==> src/rtl/cfg_info_responder.sv <==
// Read-only configuration info responder with a 2-entry in-order response FIFO.
// Ports: clk_i/rst_i (sync active-high), req_valid_i/req_ready_o/req_addr_i/req_id_i,
//   rsp_valid_o/rsp_ready_i/rsp_data_o/rsp_id_o/rsp_err_o. Optional access counter
//   at word 0x0F selected by macro CFG_INFO_ACCESS_CNT_EN.
module cfg_info_responder #(
  parameter int unsigned XLEN              = 64,
  parameter int unsigned ID_WIDTH          = 4,
  parameter int unsigned ICACHE_BYTE_SIZE  = 16384,
  parameter int unsigned ICACHE_SET_ASSOC  = 4,
  parameter int unsigned ICACHE_LINE_WIDTH = 128,
  parameter int unsigned DCACHE_BYTE_SIZE  = 32768,
  parameter int unsigned DCACHE_SET_ASSOC  = 8,
  parameter int unsigned DCACHE_LINE_WIDTH = 128,
  parameter int unsigned NR_SB_ENTRIES     = 8,
  parameter int unsigned NR_PMP_ENTRIES    = 8,
  parameter logic        RVA               = 1'b1,
  parameter logic        RVC               = 1'b1,
  parameter logic        RVF               = 1'b1,
  parameter logic        RVS               = 1'b1,
  parameter logic        RVU               = 1'b1
) (
  input  logic                clk_i,
  input  logic                rst_i,
  input  logic                req_valid_i,
  output logic                req_ready_o,
  input  logic [7:0]          req_addr_i,
  input  logic [ID_WIDTH-1:0] req_id_i,
  output logic                rsp_valid_o,
  input  logic                rsp_ready_i,
  output logic [XLEN-1:0]     rsp_data_o,
  output logic [ID_WIDTH-1:0] rsp_id_o,
  output logic                rsp_err_o
);

  // D mirrors F; I and M are always present.
  localparam logic [31:0] MISA = {
    11'b0, RVU, 1'b0, RVS, 5'b0, 1'b1,
    3'b0, 1'b1, 2'b0, RVF, 1'b0, RVF,
    RVC, 1'b0, RVA
  };

  logic [1:0]          count;
  logic                wr_ptr;
  logic                rd_ptr;
  logic [XLEN-1:0]     data_q [2];
  logic [ID_WIDTH-1:0] id_q   [2];
  logic                err_q  [2];

  logic                push;
  logic                pop;
  logic [XLEN-1:0]     rd_data;
  logic                rd_err;

`ifdef CFG_INFO_ACCESS_CNT_EN
  logic [31:0] acc_cnt;
`endif

  // Ready depends only on registered occupancy.
  assign req_ready_o = (count != 2'd2);
  assign rsp_valid_o = (count != 2'd0);
  assign rsp_data_o  = data_q[rd_ptr];
  assign rsp_id_o    = id_q[rd_ptr];
  assign rsp_err_o   = err_q[rd_ptr];

  assign push = req_valid_i & req_ready_o;
  assign pop  = rsp_valid_o & rsp_ready_i;

  always_comb begin
    rd_data = '0;
    rd_err  = 1'b0;
    unique case (1'b1)
      (req_addr_i == 8'h00): rd_data = XLEN'(32'h4356_4136);
      (req_addr_i == 8'h01): rd_data = XLEN'(XLEN);
      (req_addr_i == 8'h02): rd_data = XLEN'(ICACHE_BYTE_SIZE);
      (req_addr_i == 8'h03): rd_data = XLEN'(ICACHE_SET_ASSOC);
      (req_addr_i == 8'h04): rd_data = XLEN'(ICACHE_LINE_WIDTH);
      (req_addr_i == 8'h05): rd_data = XLEN'(DCACHE_BYTE_SIZE);
      (req_addr_i == 8'h06): rd_data = XLEN'(DCACHE_SET_ASSOC);
      (req_addr_i == 8'h07): rd_data = XLEN'(DCACHE_LINE_WIDTH);
      (req_addr_i == 8'h08): rd_data = XLEN'(NR_SB_ENTRIES);
      (req_addr_i == 8'h09): rd_data = XLEN'(NR_PMP_ENTRIES);
      (req_addr_i == 8'h0A): rd_data = XLEN'(MISA);
`ifdef CFG_INFO_ACCESS_CNT_EN
      // Pre-increment value: the read itself is not counted yet.
      (req_addr_i == 8'h0F): rd_data = XLEN'(acc_cnt);
`endif
      default:               rd_err  = 1'b1;
    endcase
  end

  always_ff @(posedge clk_i) begin
    if (rst_i) begin
      count  <= 2'd0;
      wr_ptr <= 1'b0;
      rd_ptr <= 1'b0;
      for (int i = 0; i < 2; i++) begin
        data_q[i] <= '0;
        id_q[i]   <= '0;
        err_q[i]  <= 1'b0;
      end
    end else begin
      if (push) begin
        data_q[wr_ptr] <= rd_data;
        id_q[wr_ptr]   <= req_id_i;
        err_q[wr_ptr]  <= rd_err;
        wr_ptr         <= ~wr_ptr;
      end
      if (pop) begin
        rd_ptr <= ~rd_ptr;
      end
      unique case ({push, pop})
        2'b10:   count <= count + 2'd1;
        2'b01:   count <= count - 2'd1;
        default: count <= count;
      endcase
    end
  end

`ifdef CFG_INFO_ACCESS_CNT_EN
  always_ff @(posedge clk_i) begin
    if (rst_i) begin
      acc_cnt <= 32'd0;
    end else if (push) begin
      acc_cnt <= acc_cnt + 32'd1;
    end
  end
`endif

endmodule

==> config.mk <==
export PLATFORM = sky130hd
export DESIGN_NAME = cfg_info_responder
export DESIGN_NICKNAME = d
export VERILOG_FILES = /design/src/rtl/cfg_info_responder.sv
export SDC_FILE = /design/constraint.sdc
export NUM_CORES = 1
export LEC_CHECK = 0
export CORE_UTILIZATION = 39
export CTS_BUF_LIST = sky130_fd_sc_hd__clkbuf_4
export CTS_CLUSTER_SIZE = 24
export DETAILED_ROUTE_END_ITERATION = 8
export PLACE_DENSITY = 0.78
export SKIP_LAST_GASP = 1
export SLEW_MARGIN = 10
export SYNTH_ARGS = -nofsm -noshare
export SYNTH_HDL_FRONTEND = slang
export SYNTH_SLANG_ARGS = --single-unit
==> constraint.sdc <==
create_clock -name clk_i -period 2.05 [get_ports clk_i]
set_clock_uncertainty 0.1 [all_clocks]
set_input_delay 0.615 -clock clk_i [delete_from_list [all_inputs] [get_ports clk_i]]
set_output_delay 0.615 -clock clk_i [all_outputs]
set_load 0.01 [all_outputs]
======== After elaboration in Yosys (flattened, before gate mapping) ========
Memory sizes are Yosys's and may differ from the RTL's. A register that Yosys moved wholly into a read port is not among the register bits.
Cells that the tools add are included.
storage, ports and cells
  latch bits .............................. 0
  output and inout port bits .............. 71
  bits in registers ....................... 4
  word-level logic and storage cells ...... 57
  bits of input ports ..................... 16
  ROM bits ................................ 0
  memories ................................ 3
  RAM bits ................................ 72
operators by class
  order comparisons ....................... 0
  bitwise logic cells ..................... 4
  shift operators ......................... 0
  add/sub/neg operators ................... 2
  $mul .................................... 0
  mux-type cells .......................... 23
  eq/ne operators ......................... 13
  div/mod/pow operators ................... 0
  reductions and logical operators ........ 9
memories
  name    depth  width  read ports  clocked after Yosys merged registers in  write ports  RTL line  source
  data_q  2      31     1           1                                        2            45        logic [XLEN-1:0] data_q [2];
  id_q    2      4      1           1                                        2            46        logic [ID_WIDTH-1:0] id_q [2];
  err_q   2      1      1           1                                        2            47        logic err_q [2];
operators by type and width
  cell                 number
  $pmux 31 s8          1
  $eq 8x3->1 const B   4
  $mux 31              1
  $reduce_or 31->1     1
  $eq 8x4->1 const B   3
  $mux 1               19
  $eq 8x2->1 const B   2
  $reduce_or 11->1     1
  $eq 8x1->1 const B   1
  $logic_not 8->1      1
  $mux 4               1
  $pmux 2 s2           1
  $reduce_bool 2->1    2
  $reduce_or 4->1      1
  $reduce_or 3->1      1
  $add 2x1->2 const B  1
  $and 1x1->1          2
  $eq 2x1->1 const B   1
  $eq 2x2->1 const B   1
  $ne 2x2->1 const B   1
  $not 1->1            2
  $reduce_or 2->1      1
  $sub 2x1->2 const B  1
  $reduce_or 1->1      1

======== Logic depth before layout (Yosys ltp) ========
  word-level depth ........................ 7
  gate-level depth with buffers ........... 7
  gate-level depth less buffers ........... 7

======== Least setup slack after synthesis ========
Ideal clock, no wire load.
  path kind ............................... flip-flop to output port
  from .................................... register with a tool-made name
  to ...................................... output port rsp_data_o[17]
  buffers on the path ..................... 2
  data required time ...................... 1.335 ns
  stages on the path, launching flop included .. 4
  arrival ................................. 1.334 ns
  setup slack ............................. 0.001 ns
  path through ............................ dfxtp_1 -> clkbuf_1 -> mux2_2 -> buf_4
RTL lines
  what           RTL line  source
  end, declared  30        output logic [XLEN-1:0] rsp_data_o,

==> impl_results.md <==
- Failing checks: negative setup slack
- Worst path slowest cell: dfxtp_4
- Mapped Cells: between 150 and 200
- HP Start: wr_ptr
- Placed insts: 296
- Final setup margin: -91.5 ps
- # diodes: 0
- Wire length per cell: around 12 um
- Worst Hold Class: register to register
- Largest net degree at the start of global routing: 15
- # DRC: 0
- Bufs on Longest Clock Path: 2
- Outcome: complete, but fails checks
- Vias per cell: 4.24
- Layout area overhead: 26.3%
- Initial Utilization: 41.4%
- Root Driver: clkbuf_4
- Die area: 5430 um2
- Ys async rst share: 0%
- Post-synthesis sequential area ratio: 46.9%
- DRT Pass-1 Iters: 4
- Worst path required time: approximately 1300 ps
- CP Cell Sequence: buf_6, buf_6, mux2_4, buf_6
- Mapped Area: 2010 um2
- CTS Buf Count: 5
- Clk_lat worst skew: 330 ps
- Final ANT Viol Nets: 0
- Avg Cell Area, Syn: 10.8 um2
- Peak supply drop: 0.560 mV
- Power per cell area: approximately 950 nW/um2
- Hold buffers post-CTS: 0
- Placement Rows: 25
- Fin nets: 257
- Vias in the first global route: 1211
- Drt initial violations: 62
- Worst R2R End: count[1]
- #FFs+latches synth: 33
- R2R depth: 6
- Ys flop type: edfxtp_1
- RD Place Congestion: 0.756
- Synth area leader: edfxtp_1
- Num ports: 87
- WHS Endpoint: wr_ptr
- FF-to-FF Start: count[1]
- HPWL Detailed: 2550 um
- Signal arrival time at the worst endpoint: 1430 ps
- CP Launch Type: register
- WL final: 3570 um
- EDFF count, synth: 28
- CP endpoint kind: output pin
- Clock-pin slew on the worst setup and hold paths: roughly 100 ps
- Fin. max-slew vios: 0
- Setup TNS: -1090 ps
- Hold path cells: 2
- DIE WIDTH: 73.7 um
- # setup viols final: 16
- Port Buffers: between 40 and 50
- DP Worst Slack: -260 ps
- CTS tree: done
- Total power: 2390 uW
- Finished Layout Cells: between 300 and 400
- Achievable Freq: 0.467 GHz
- Max-cap violations: 0
- Warnings from Yosys: 0
- H-tree Lvls: 2
- Flop2flop setup slack: 390 ps
- Overall Global Routing Usage: 13.7%
- Hold Fails Final Rpt: 0
- Vias: 1305
- Post-synthesis cell type count: 35
- Min Tclk post-route: 2140 ps
- Fillcell total: roughly 440
- Clk sinks: 33
- Final worst path period share: 104%
- Layout Utilization: between 50% and 60%
- Critical path class: register to output pin
- Die Y: 73.7 um
- Leakage power: approximately 0.0011 uW
- Post-synth top area share: 41.9%
- Global-route wire length before repair: 5510 um
- CORE AREA: around 4800 um2
- Fraction of layout cells with a size suffix above 1: 33.2%
- CP dominant cell by count: buf_6
- Worst Path Max Fanout: 7
- Gr ovfl total: 0
- RSZ-0062 raised after global routing: yes
- Number of antenna violations at the first check in global routing: 0
- Top cells by area, synth: edfxtp_1, buf_4, mux2_2
- Slowest stage delay, CP: ~370 ps
## what timing repair did
| item | CTS | global route |
|---|---|---|
| buffers inserted | 1 | 2 |
| setup endpoints to repair | 26 | 24 |
| cloned | 1 | 0 |
| gates resized for setup | 79 | 34 |
| pin swaps | 0 | 0 |
## critical path: cells and delay by family, from the launching register on
family / cells / cell delay, ps
buffers and inverters: 3 / 380
DFF: 1 / 370
muxes: 1 / 350
## sequential cells by signal, summed over array words and instances (netlist names), named ones only
name    cells
data_q     18
id_q        8
count       2
err_q       2
rd_ptr      1
wr_ptr      1
## Yosys cell counts, drive strengths merged (2+ instances only)
cell / number
o21ai: 2
inv: 6
dfxtp: 5
buf: 59
a21oi: 3
nor3: 12
clkbuf: 5
or3: 3
nor4: 3
nand4b: 2
nand3b: 2
nand2b: 5
nor2: 17
xnor2: 4
edfxtp: 28
nor2b: 3
mux2: 14
or4: 2
## cell families (layout without fill, tap and decap cells)
group,count (synthesis),in the layout,share of synthesized area (%)
adder cells (fa/ha/maj),1,1,0.624
other,1,45,0.187
buffers and inverters,70,81,24.0
AO/OA/AOI/OAI,8,8,2.43
flip-flops,33,33,46.9
multiplexers,15,15,8.36
AND/OR/NAND/NOR,53,53,15.3
XOR/XNOR,5,5,2.18
## final cells by class
cell class | instances | area (um2) | area share [%]
clock buffers | 6 | 45.0 | 1.78
clock inverters | 2 | 33.8 | 1.33
inverters | 6 | 22.5 | 0.889
multi-input cells | 127 | 776 | 30.6
flip-flops and latches | 33 | 947 | 37.4
well taps | 67 | 83.8 | 3.31
repair buffers | 67 | 624 | 24.7
## report_power, final
part / total, uW / internal, uW / leakage [uW] / switching (uW)
clock network: 482 / 267 / 0.0000433 / 215
registers: 902 / 846 / 0.000340 / 55.6
logic: 1010 / 558 / 0.000716 / 451
total: 2390 / 1670 / 0.00110 / 722
## how the worst max path moves through the flow
stage / startpoint / end / cells after the start / slack [ps]
3_5_place_dp: req_valid_i / data_q[0][14] / 5 / -260
3_3_place_gp: req_valid_i / data_q[0][25] / 5 / -230
2_1_floorplan: register / rsp_data_o[17] / 3 / 1
4_1_cts: register / rsp_data_o[18] / 3 / -170
6_report: register / rsp_data_o[30] / 4 / -90
5_1_grt: register / rsp_data_o[4] / 4 / -150
## metal layers
metal / vias to the layer above / track usage (%) / routed length [um]
li1: 645 / - / -
met1: 605 / 16.3 / 1440
met2: 50 / 23.4 / 1860
met3: 5 / 3.84 / 224
met4: 0 / 5.13 / 43
met5: - / 0 / 0
## metrics by stage
step | hold slack [ps] | instance area [um2]
detailed placement | 398 | 2400
floorplan | 371 | 2170
global route | 430 | 2530
global placement | 383 | 2400
finish | 411 | 2530
CTS | 403 | 2440
## layout by cell type (no fill, tap or decap), types with 2 or more instances in the layout
cell             netlist  routed
a21oi_1                3       3
buf_12                 0       2
buf_4                 55      21
buf_6                  1      15
clkbuf_2               1       6
clkbuf_4               0       6
clkdlybuf4s15_2        0       4
clkdlybuf4s50_1        0      15
conb_1                 1      45
dfxtp_1                5       2
dfxtp_2                0       2
dlygate4sd2_1          0       2
edfxtp_1              28      28
inv_1                  6       6
mux2_2                14       8
mux2_4                 0       6
nand2b_1               5       5
nand3b_1               2       2
nand4b_1               2       2
nor2_1                17      17
nor2b_1                2       2
nor3_1                 9       8
nor3_2                 2       3
nor4_1                 3       3
o21ai_0                2       2
or3_1                  3       3
or4_1                  2       2
xnor2_1                4       4
Power figures use the tool's default switching activity.
